$ cat src/rtl/signed_divider_32by16.sv
// -----------------------------------------------------------------------------
// signed_divider_32by16
//   Sequential signed divider, 32-bit dividend / 16-bit divisor.
//   Radix-2 restoring division on magnitudes, one quotient bit per cycle,
//   followed by a single sign-fix cycle. Latency is fixed at 33 cycles from
//   accept to registered result, including the divide-by-zero and overflow
//   special cases.
//
// Ports
//   clk          rising-edge clock
//   rst          synchronous active-high reset
//   in_valid     operands valid
//   in_ready     block idle, will accept on in_valid
//   dividend     signed 32-bit dividend (sampled on accept)
//   divisor      signed 16-bit divisor  (sampled on accept)
//   out_valid    result valid, held until out_ready
//   out_ready    consumer takes result
//   quotient     signed quotient, truncated toward zero
//   remainder    signed remainder, sign follows dividend
//   div_by_zero  divisor was zero
//   overflow     dividend = -2^31 and divisor = -1
// -----------------------------------------------------------------------------
module signed_divider_32by16 (
   input  logic        clk,
   input  logic        rst,
   input  logic        in_valid,
   output logic        in_ready,
   input  logic [31:0] dividend,
   input  logic [15:0] divisor,
   output logic        out_valid,
   input  logic        out_ready,
   output logic [31:0] quotient,
   output logic [15:0] remainder,
   output logic        div_by_zero,
   output logic        overflow
);

   typedef enum logic [1:0] {S_IDLE, S_BUSY, S_FIX, S_DONE} state_t;

   state_t      state_q, state_d;
   logic [31:0] dq_q, dq_d;       // dividend magnitude, becomes quotient magnitude
   logic [15:0] dv_q, dv_d;       // divisor magnitude
   logic [16:0] pr_q, pr_d;       // partial remainder
   logic [4:0]  cnt_q, cnt_d;
   logic        sign_a_q, sign_a_d;
   logic        sign_b_q, sign_b_d;
   logic        dbz_pend_q, dbz_pend_d;
   logic        ovf_pend_q, ovf_pend_d;
   logic [15:0] lo_q, lo_d;       // raw dividend[15:0] for the div-by-zero remainder
   logic [31:0] quot_q, quot_d;
   logic [15:0] rem_q, rem_d;
   logic        dbz_q, dbz_d;
   logic        ovf_q, ovf_d;
   logic        in_ready_q, in_ready_d;
   logic        out_valid_q, out_valid_d;

   logic [16:0] pr_sh;
   logic [16:0] pr_sub;

   // pr_q < |divisor| <= 2^15, so the shifted value always fits in 17 bits.
   assign pr_sh  = {pr_q[15:0], dq_q[31]};
   assign pr_sub = pr_sh - {1'b0, dv_q};

   always_comb begin
      state_d     = state_q;
      dq_d        = dq_q;
      dv_d        = dv_q;
      pr_d        = pr_q;
      cnt_d       = cnt_q;
      sign_a_d    = sign_a_q;
      sign_b_d    = sign_b_q;
      dbz_pend_d  = dbz_pend_q;
      ovf_pend_d  = ovf_pend_q;
      lo_d        = lo_q;
      quot_d      = quot_q;
      rem_d       = rem_q;
      dbz_d       = dbz_q;
      ovf_d       = ovf_q;

      case (state_q)
         S_IDLE: begin
            if (in_valid && in_ready_q) begin
               // -(-2^31) wraps to 32'h80000000, which is the correct magnitude
               dq_d       = dividend[31] ? -dividend : dividend;
               dv_d       = divisor[15]  ? -divisor  : divisor;
               sign_a_d   = dividend[31];
               sign_b_d   = divisor[15];
               dbz_pend_d = (divisor == 16'h0000);
               ovf_pend_d = (dividend == 32'h8000_0000) && (divisor == 16'hFFFF);
               lo_d       = dividend[15:0];
               pr_d       = '0;
               cnt_d      = 5'd31;
               state_d    = S_BUSY;
            end
         end
         S_BUSY: begin
            if (pr_sh >= {1'b0, dv_q}) begin
               pr_d = pr_sub;
               dq_d = {dq_q[30:0], 1'b1};
            end else begin
               pr_d = pr_sh;
               dq_d = {dq_q[30:0], 1'b0};
            end
            cnt_d = cnt_q - 5'd1;
            if (cnt_q == 5'd0) state_d = S_FIX;
         end
         S_FIX: begin
            quot_d = (sign_a_q ^ sign_b_q) ? -dq_q : dq_q;
            rem_d  = sign_a_q ? -pr_q[15:0] : pr_q[15:0];
            dbz_d  = 1'b0;
            ovf_d  = 1'b0;
            if (dbz_pend_q) begin
               quot_d = sign_a_q ? 32'h8000_0000 : 32'h7FFF_FFFF;
               rem_d  = lo_q;
               dbz_d  = 1'b1;
            end else if (ovf_pend_q) begin
               quot_d = 32'h7FFF_FFFF;
               rem_d  = 16'h0000;
               ovf_d  = 1'b1;
            end
            state_d = S_DONE;
         end
         S_DONE: begin
            if (out_ready) state_d = S_IDLE;
         end
         default: state_d = S_IDLE;
      endcase

      in_ready_d  = (state_d == S_IDLE);
      out_valid_d = (state_d == S_DONE);
   end

   always_ff @(posedge clk) begin
      if (rst) begin
         state_q     <= S_IDLE;
         dq_q        <= '0;
         dv_q        <= '0;
         pr_q        <= '0;
         cnt_q       <= '0;
         sign_a_q    <= 1'b0;
         sign_b_q    <= 1'b0;
         dbz_pend_q  <= 1'b0;
         ovf_pend_q  <= 1'b0;
         lo_q        <= '0;
         quot_q      <= '0;
         rem_q       <= '0;
         dbz_q       <= 1'b0;
         ovf_q       <= 1'b0;
         in_ready_q  <= 1'b1;
         out_valid_q <= 1'b0;
      end else begin
         state_q     <= state_d;
         dq_q        <= dq_d;
         dv_q        <= dv_d;
         pr_q        <= pr_d;
         cnt_q       <= cnt_d;
         sign_a_q    <= sign_a_d;
         sign_b_q    <= sign_b_d;
         dbz_pend_q  <= dbz_pend_d;
         ovf_pend_q  <= ovf_pend_d;
         lo_q        <= lo_d;
         quot_q      <= quot_d;
         rem_q       <= rem_d;
         dbz_q       <= dbz_d;
         ovf_q       <= ovf_d;
         in_ready_q  <= in_ready_d;
         out_valid_q <= out_valid_d;
      end
   end

   assign in_ready    = in_ready_q;
   assign out_valid   = out_valid_q;
   assign quotient    = quot_q;
   assign remainder   = rem_q;
   assign div_by_zero = dbz_q;
   assign overflow    = ovf_q;

endmodule

$ cat config.mk
export PLATFORM = sky130hd
export DESIGN_NAME = signed_divider_32by16
export DESIGN_NICKNAME = d
export VERILOG_FILES = /design/src/rtl/signed_divider_32by16.sv
export SDC_FILE = /design/constraint.sdc
export NUM_CORES = 1
export LEC_CHECK = 0
export ABC_CLOCK_PERIOD_IN_PS = 2400
export CAP_MARGIN = 20
export CORE_ASPECT_RATIO = 1.2
export CORE_MARGIN = 4
export CORE_UTILIZATION = 51
export DETAILED_ROUTE_END_ITERATION = 6
export PLACE_DENSITY = 0.77
export SYNTH_ARGS = -nofsm -noshare
export SYNTH_HDL_FRONTEND = slang
export SYNTH_SLANG_ARGS = --single-unit
$ cat constraint.sdc
create_clock -name clk -period 2.4 [get_ports clk]
set_input_delay 0.24 -clock clk [delete_from_list [all_inputs] [get_ports clk]]
set_output_delay 0.24 -clock clk [all_outputs]
set_load 0.1 [all_outputs]
==> metrics, run 1 <==
status=finished with violations; failing checks=design-rule violations; H-Tree Depth=4; clk_skew=between 0.009 and 0.01 ns; Worst Setup Slack, final=about 0.07 ns; vias in the first global route=between 8000 and 9000; proportion of layout cells with a drive suffix above 1=about a fifth; number of synthesized flops with an enable pin=0; Setup CP Type=reg2reg; hpwl dp=18.9 mm; initial antenna violation count=0; clk sink count=approximately 140; Fmax=about 430 MHz; Design Area, Final=10900 um2; Layout area overhead=31.1%; cells on worst reg2reg path=8; first-pass GRT wire length=41.0 mm; Rows=50; delay-heaviest family, CP=simple AND/OR/NAND/NOR gates; Mapped Area=between 8000 and 9000 um2; Clock Pin Slew Worst Setup and Hold Paths=0.06 ns; Max IR drop VDD=0.000897 V; Routed Antenna Nets=0; synth unique cells=61; met3 wire length=1.64 mm; ys async rst share=0%; Post-Synthesis Net Count=between 1000 and 1500; crit path time final=about 2.3 ns; GRT Total Usage=a little over a quarter; worst-path cell chain=or4_1 -> or3_1 -> o41ai_2 -> buf_4 -> xnor2_1 -> o21ai_1 -> buf_4 -> a21oi_1; CP Buf/Inv Count=2; CTS buffer count=17; worst hold slack=~0.17 ns; Core Box Area=15800 um2; sequential area share after synthesis=between 30% and 40%; die area=18300 um2; synthesized instance count=roughly 1000; Fin Setup TNS=0 ns; max layer used=met4; Seq cells post-synth=143; nets=between 1000 and 1500; DP Worst Slack=-0.321 ns; DRC Markers=2; Least-Margin Pin Slew=around 1.1 ns; per-cell routed wire length=18.0 um; Fillers=1322; most used cell, CP=buf_4; Max clock buf depth=2; metal2 WL=12.8 mm; hold crit path type=in2reg; num ports=roughly 100; Tcrit/Tclk final=97.0%; syn_area_per_cell=just under 8 um2; met1 wire length=around 11 mm; Iter 0 DRT Violations=about 800; worst relative slew slack=between 20% and 30%; Critical Path AT=2.69 ns; YS warnings=0; P per Cell Area=between 1000 and 1500 nW/um2; Setup crit start kind=flip-flop; Main synth FF type=dfxtp_1; CTS tree=done; Clk Latency, worst-skew pair=roughly 0.43 ns; die height=about 150 um; Vias=between 8000 and 9000; Leakage=roughly 4.3 nW; Final Hold Fails=0; critical path peak fanout=6; Port Buffer Count=just over 100; Die W=124 um; hold depth=2; Avg Vias per Cell=between 5 and 6; Max Cap Viol=0; largest net degree at the start of global routing=between 50 and 60; ANT cells=0; Setup violations, final=0; gpl congestion=around 0.95; fin util=between 60% and 70%; CP required=around 2.8 ns; Routed WL=around 26 mm; final slew viol count=0; root buf cell=clkbuf_16; max incr delay on CP=between 0.5 and 0.6 ns; Crit path depth=8; first drt pass iteration count=7; Initial Utilization=between 50% and 60%; Slowest cell on crit path=or4_1; total gr overflow=0; Placed Area=roughly 10000 um2; CP endpoint kind=flip-flop
## sequential cells by signal, indices dropped and copies added, names as in the netlist
| signal | count |
|---|---|
| cnt_q | 5 |
| dbz_pend_q | 1 |
| div_by_zero | 1 |
| dq_q | 32 |
| dv_q | 16 |
| in_ready | 1 |
| lo_q | 16 |
| out_valid | 1 |
| overflow | 1 |
| ovf_pend_q | 1 |
| pr_q | 16 |
| quotient | 32 |
| remainder | 16 |
| sign_a_q | 1 |
| sign_b_q | 1 |
| state_q | 2 |
## cells in the final DEF (no fill, tap or decap), types with 8 or more instances in the layout
master	count
nand2_1	132
o31ai_1	15
o21a_1	17
or3_1	11
a211oi_1	17
ha_1	20
nor4_1	9
inv_1	31
nand2b_1	15
o21ai_0	48
o211ai_1	16
nand3_1	25
clkdlybuf4s50_1	50
xnor2_1	49
nor3_1	31
a21oi_1	67
nand4_1	8
dfxtp_1	143
buf_4	177
a222oi_1	21
o41ai_1	14
a31oi_1	24
nor2_1	98
clkbuf_16	17
xor2_1	48
## stage by stage
step	cells	power (W)
after floorplan	1047	0.00855
after global placement	1408	0.0112
after detailed placement	1408	0.0113
after CTS	1439	0.0142
after global routing	1442	0.0155
final	1442	0.0147
## metal layers
metal / global-route usage, % / vias up
met2: 47.3 / 359
met3: 5.02 / 74
met4: 10.9 / 0
met1: 32.8 / 4029
met5: 0 / -
li1: - / 4157
## path summary, 6_finish.rpt
kind | startpoint | end | slack, ns
worst max-delay path | dq_q[24]$_SDFFE_PP0P_ | quotient[31]$_SDFFE_PP0N_ | 0.07
worst max register to register | dq_q[24]$_SDFFE_PP0P_ | quotient[31]$_SDFFE_PP0N_ | 0.07
worst min register to register | overflow$_SDFFE_PP0N_ | overflow$_SDFFE_PP0N_ | 0.45
worst min-delay path | rst | out_valid$_SDFF_PP0_ | 0.17
## power breakdown
part / leakage (nW) / switching [W] / internal (W)
Sequential: 1.17 / 0.000438 / 0.00288
Clock: 0.288 / 0.00107 / 0.00169
Combinational: 2.83 / 0.00505 / 0.00353
## final cells by class
class                           instances  area (um2)  share of cell area (%)
Sequential cell                       143        2860                    26.4
Multi-Input combinational cell        800        5140                    47.3
Timing Repair Buffer                  229        1860                    17.1
Clock buffer                           19         453                    4.17
Inverter                               31         116                    1.07
Clock inverter                         12         160                    1.48
Tap cell                              208         260                    2.40
## synthesized netlist by cell type, types with 4 or more instances
cell type / n / area (um2)
dfxtp_1: 143 / 2860
nand2_1: 132 / 495
nor2_1: 99 / 372
a21oi_1: 69 / 345
clkbuf_1: 67 / 251
o21ai_0: 52 / 260
xnor2_1: 49 / 429
xor2_1: 48 / 420
inv_1: 31 / 116
nor3_1: 31 / 155
nand3_1: 25 / 125
a31oi_1: 24 / 150
ha_1: 22 / 275
a222oi_1: 21 / 210
a211oi_1: 17 / 128
o21a_1: 17 / 128
o41ai_1: 17 / 149
o211ai_1: 16 / 120
o31ai_1: 16 / 120
nand2b_1: 15 / 93.8
nor4_1: 11 / 68.8
or3_1: 11 / 68.8
nand4_1: 8 / 50.1
a22oi_1: 7 / 52.6
or2_2: 7 / 43.8
a221oi_1: 6 / 52.6
buf_1: 6 / 22.5
o22ai_1: 6 / 37.5
o31a_1: 6 / 52.6
or4_1: 6 / 45.0
a21o_1: 5 / 37.5
mux2i_1: 5 / 50.1
a41oi_1: 4 / 35.0
nand4b_1: 4 / 35.0
nor2b_1: 4 / 25.0
## timing repair
action	4_1_cts	5_1_grt
setup buffers	0	3
setup endpoints to repair	3	24
hold buffers	0	0
hold endpoints to repair	0	0
resized for setup	3	19
pin swaps	0	5
## logic make-up (layout without fill, tap and decap cells)
logic type	after synthesis	after routing	share of synthesized area, %
xor gates and xnor gates	97	97	10.3
muxes	6	6	0.741
buffers and inverters	104	291	4.72
adders and majority gates	23	23	3.57
DFF	143	143	34.6
and+or+nand+nor	368	368	20.7
AOI/OAI and AO/OA	306	306	25.5
Note: power is estimated with default switching activity, not from simulation.
==> inputs of run 2 (changes only) <==
- SKIP_CTS_REPAIR_TIMING: default -> 1
==> metrics, run 2 (synthesized netlist as in run 1, its figures left out) <==
Routed Antenna Nets=0 (unchanged); gpl congestion=0.949 (unchanged); root buf cell=clkbuf_16; num ports=104 (unchanged); Iter 0 DRT Violations=800 (-0.12%); hold crit path type=in2reg; met3 wire length=1.59 mm (-3.0%); Net Sw Frac=44.7% (about the same); hpwl dp=18.9 mm (unchanged); H-Tree Depth=4 (unchanged); Slowest cell on crit path=or4_1; Routed WL=26.0 mm (+0.14%); Max Cap Viol=0 (unchanged); Vias=8617 (-0.023%); Final Hold Fails=0 (unchanged); CP endpoint kind=flip-flop; first-pass GRT wire length=41.0 mm (about the same); failing checks=design-rule violations; met1 wire length=10.7 mm (+0.63%); vias in the first global route=8127 (-0.025%); P per Cell Area=1340 nW/um2 (-0.46%); Design Area, Final=10800 um2 (-0.16%); Setup violations, final=0 (unchanged); max layer used=met4; nets=1296 (-0.077%); Fillers=1327 (+0.38%); clk_skew=0.00890 ns (-0.000371 ns); Avg Vias per Cell=5.98 (about the same); Setup CP Type=reg2reg; most frequent cells in the layout=buf_4, dfxtp_1, nand2_1, nor2_1, a21oi_1; Logic pwr share=58.3% (-0.3 points); Switch Pwr=0.00652 W (-0.56%); max incr delay on CP=0.57 ns (about the same); Max IR drop VDD=0.000896 V (-0.12%); Layout area overhead=30.9%; CP required=2.76 ns (about the same); Tcrit/Tclk final=97.4% (+0.40 points); clk sink count=143 (unchanged); Clk Latency, worst-skew pair=0.43 ns (about the same); Initial Utilization=52.5% (unchanged); Port Buffer Count=103 (unchanged); final slew viol count=0 (unchanged); die area=18300 um2 (unchanged); fin util=68.7% (-0.11 points); Internal Power=0.00805 W (-0.66%); Fin Setup TNS=0 ns (unchanged); Least-Margin Pin Slew=1.06 ns (+0.00860 ns); Leakage=4.28 nW (-0.15%); Max clock buf depth=2 (unchanged); ANT cells=0 (unchanged); die height=148 um (unchanged); Rows=50 (unchanged); Critical Path AT=2.70 ns (about the same); status=finished with violations; worst-path cell chain=or4_1 -> or3_1 -> o41ai_2 -> buf_4 -> xnor2_1 -> o21ai_1 -> buf_4 -> a21oi_1; CTS buffer count=17 (unchanged); proportion of layout cells with a drive suffix above 1=19.6% (-0.15 points); Placed Area=10100 um2 (unchanged); metal2 WL=12.9 mm (+0.49%); delay-heaviest family, CP=simple AND/OR/NAND/NOR gates; most common cell after layout, fill and taps aside=buf_4; DP Worst Slack=-0.321 ns (unchanged); Setup crit start kind=flip-flop; per-cell routed wire length=18.0 um (+0.21%); most used cell, CP=buf_4; initial antenna violation count=0 (unchanged); Clock Power Share=18.9% (about the same); total gr overflow=0 (unchanged); crit path time final=2.34 ns (+0.00958 ns); Seq pwr share=22.8% (about the same); GRT Total Usage=27.0% (about the same); Core Box Area=15800 um2 (unchanged); worst relative slew slack=28.8% (-0.58 points); CP Buf/Inv Count=2 (unchanged); RSZ-0062 raised after global routing=true; largest net degree at the start of global routing=59 (unchanged); Worst Setup Slack, final=0.0620 ns (-0.00958 ns); Die W=124 um (unchanged); Clock Pin Slew Worst Setup and Hold Paths=0.06 ns (about the same); first drt pass iteration count=7 (unchanged); DRC Markers=1 (-1); CTS tree=done; Fmax=428 MHz (-0.41%); critical path peak fanout=6 (unchanged)
==> run 2: worst paths after layout <==
kind	startpoint	end	slack [ns]	depth (start not counted)
worst min-delay path	rst	out_valid$_SDFF_PP0_	0.17	2
worst max register to register	dq_q[24]$_SDFFE_PP0P_	quotient[31]$_SDFFE_PP0N_	0.06	8
worst max-delay path	dq_q[24]$_SDFFE_PP0P_	quotient[31]$_SDFFE_PP0N_	0.06	8
worst min register to register	overflow$_SDFFE_PP0N_	overflow$_SDFFE_PP0N_	0.46	2
==> run 2: cell type report <==
cell class                 count  area (um2)  area share, %
multi-input combinational    800        5130           47.3
sequential                   143        2860           26.4
inverter                      31         116           1.07
timing repair buffer         228        1850           17.1
clock buffer                  19         453           4.18
clock inverter                12         160           1.48
tap                          208         260           2.40
==> run 2: per-layer routing <==
layer / GRT usage (%) / up-vias
li1: - / 4156
met1: 32.8 / 4044
met2: 47.3 / 355
met3: 5.02 / 62
met4: 10.9 / 0
met5: 0 / -
==> run 2: stage by stage <==
step | std cells | hold WS, ns | total power [W]
2_1_floorplan | 1047 | 0.376 | 0.00855
3_3_place_gp | 1408 | 0.443 | 0.0112
4_1_cts | 1439 | 0.161 | 0.0141
5_1_grt | 1441 | 0.185 | 0.0154
6_report | 1441 | 0.172 | 0.0146
3_5_place_dp | 1408 | 0.449 | 0.0113
==> run 2: power groups by stage <==
stage / combinational (W) / clock (W) / sequential (W)
after floorplan: 0.00450 / 0 / 0.00405
after global placement: 0.00788 / 0 / 0.00333
after detailed placement: 0.00795 / 0 / 0.00334
after CTS: 0.00804 / 0.00278 / 0.00330
after global routing: 0.00917 / 0.00287 / 0.00337
final: 0.00849 / 0.00275 / 0.00332
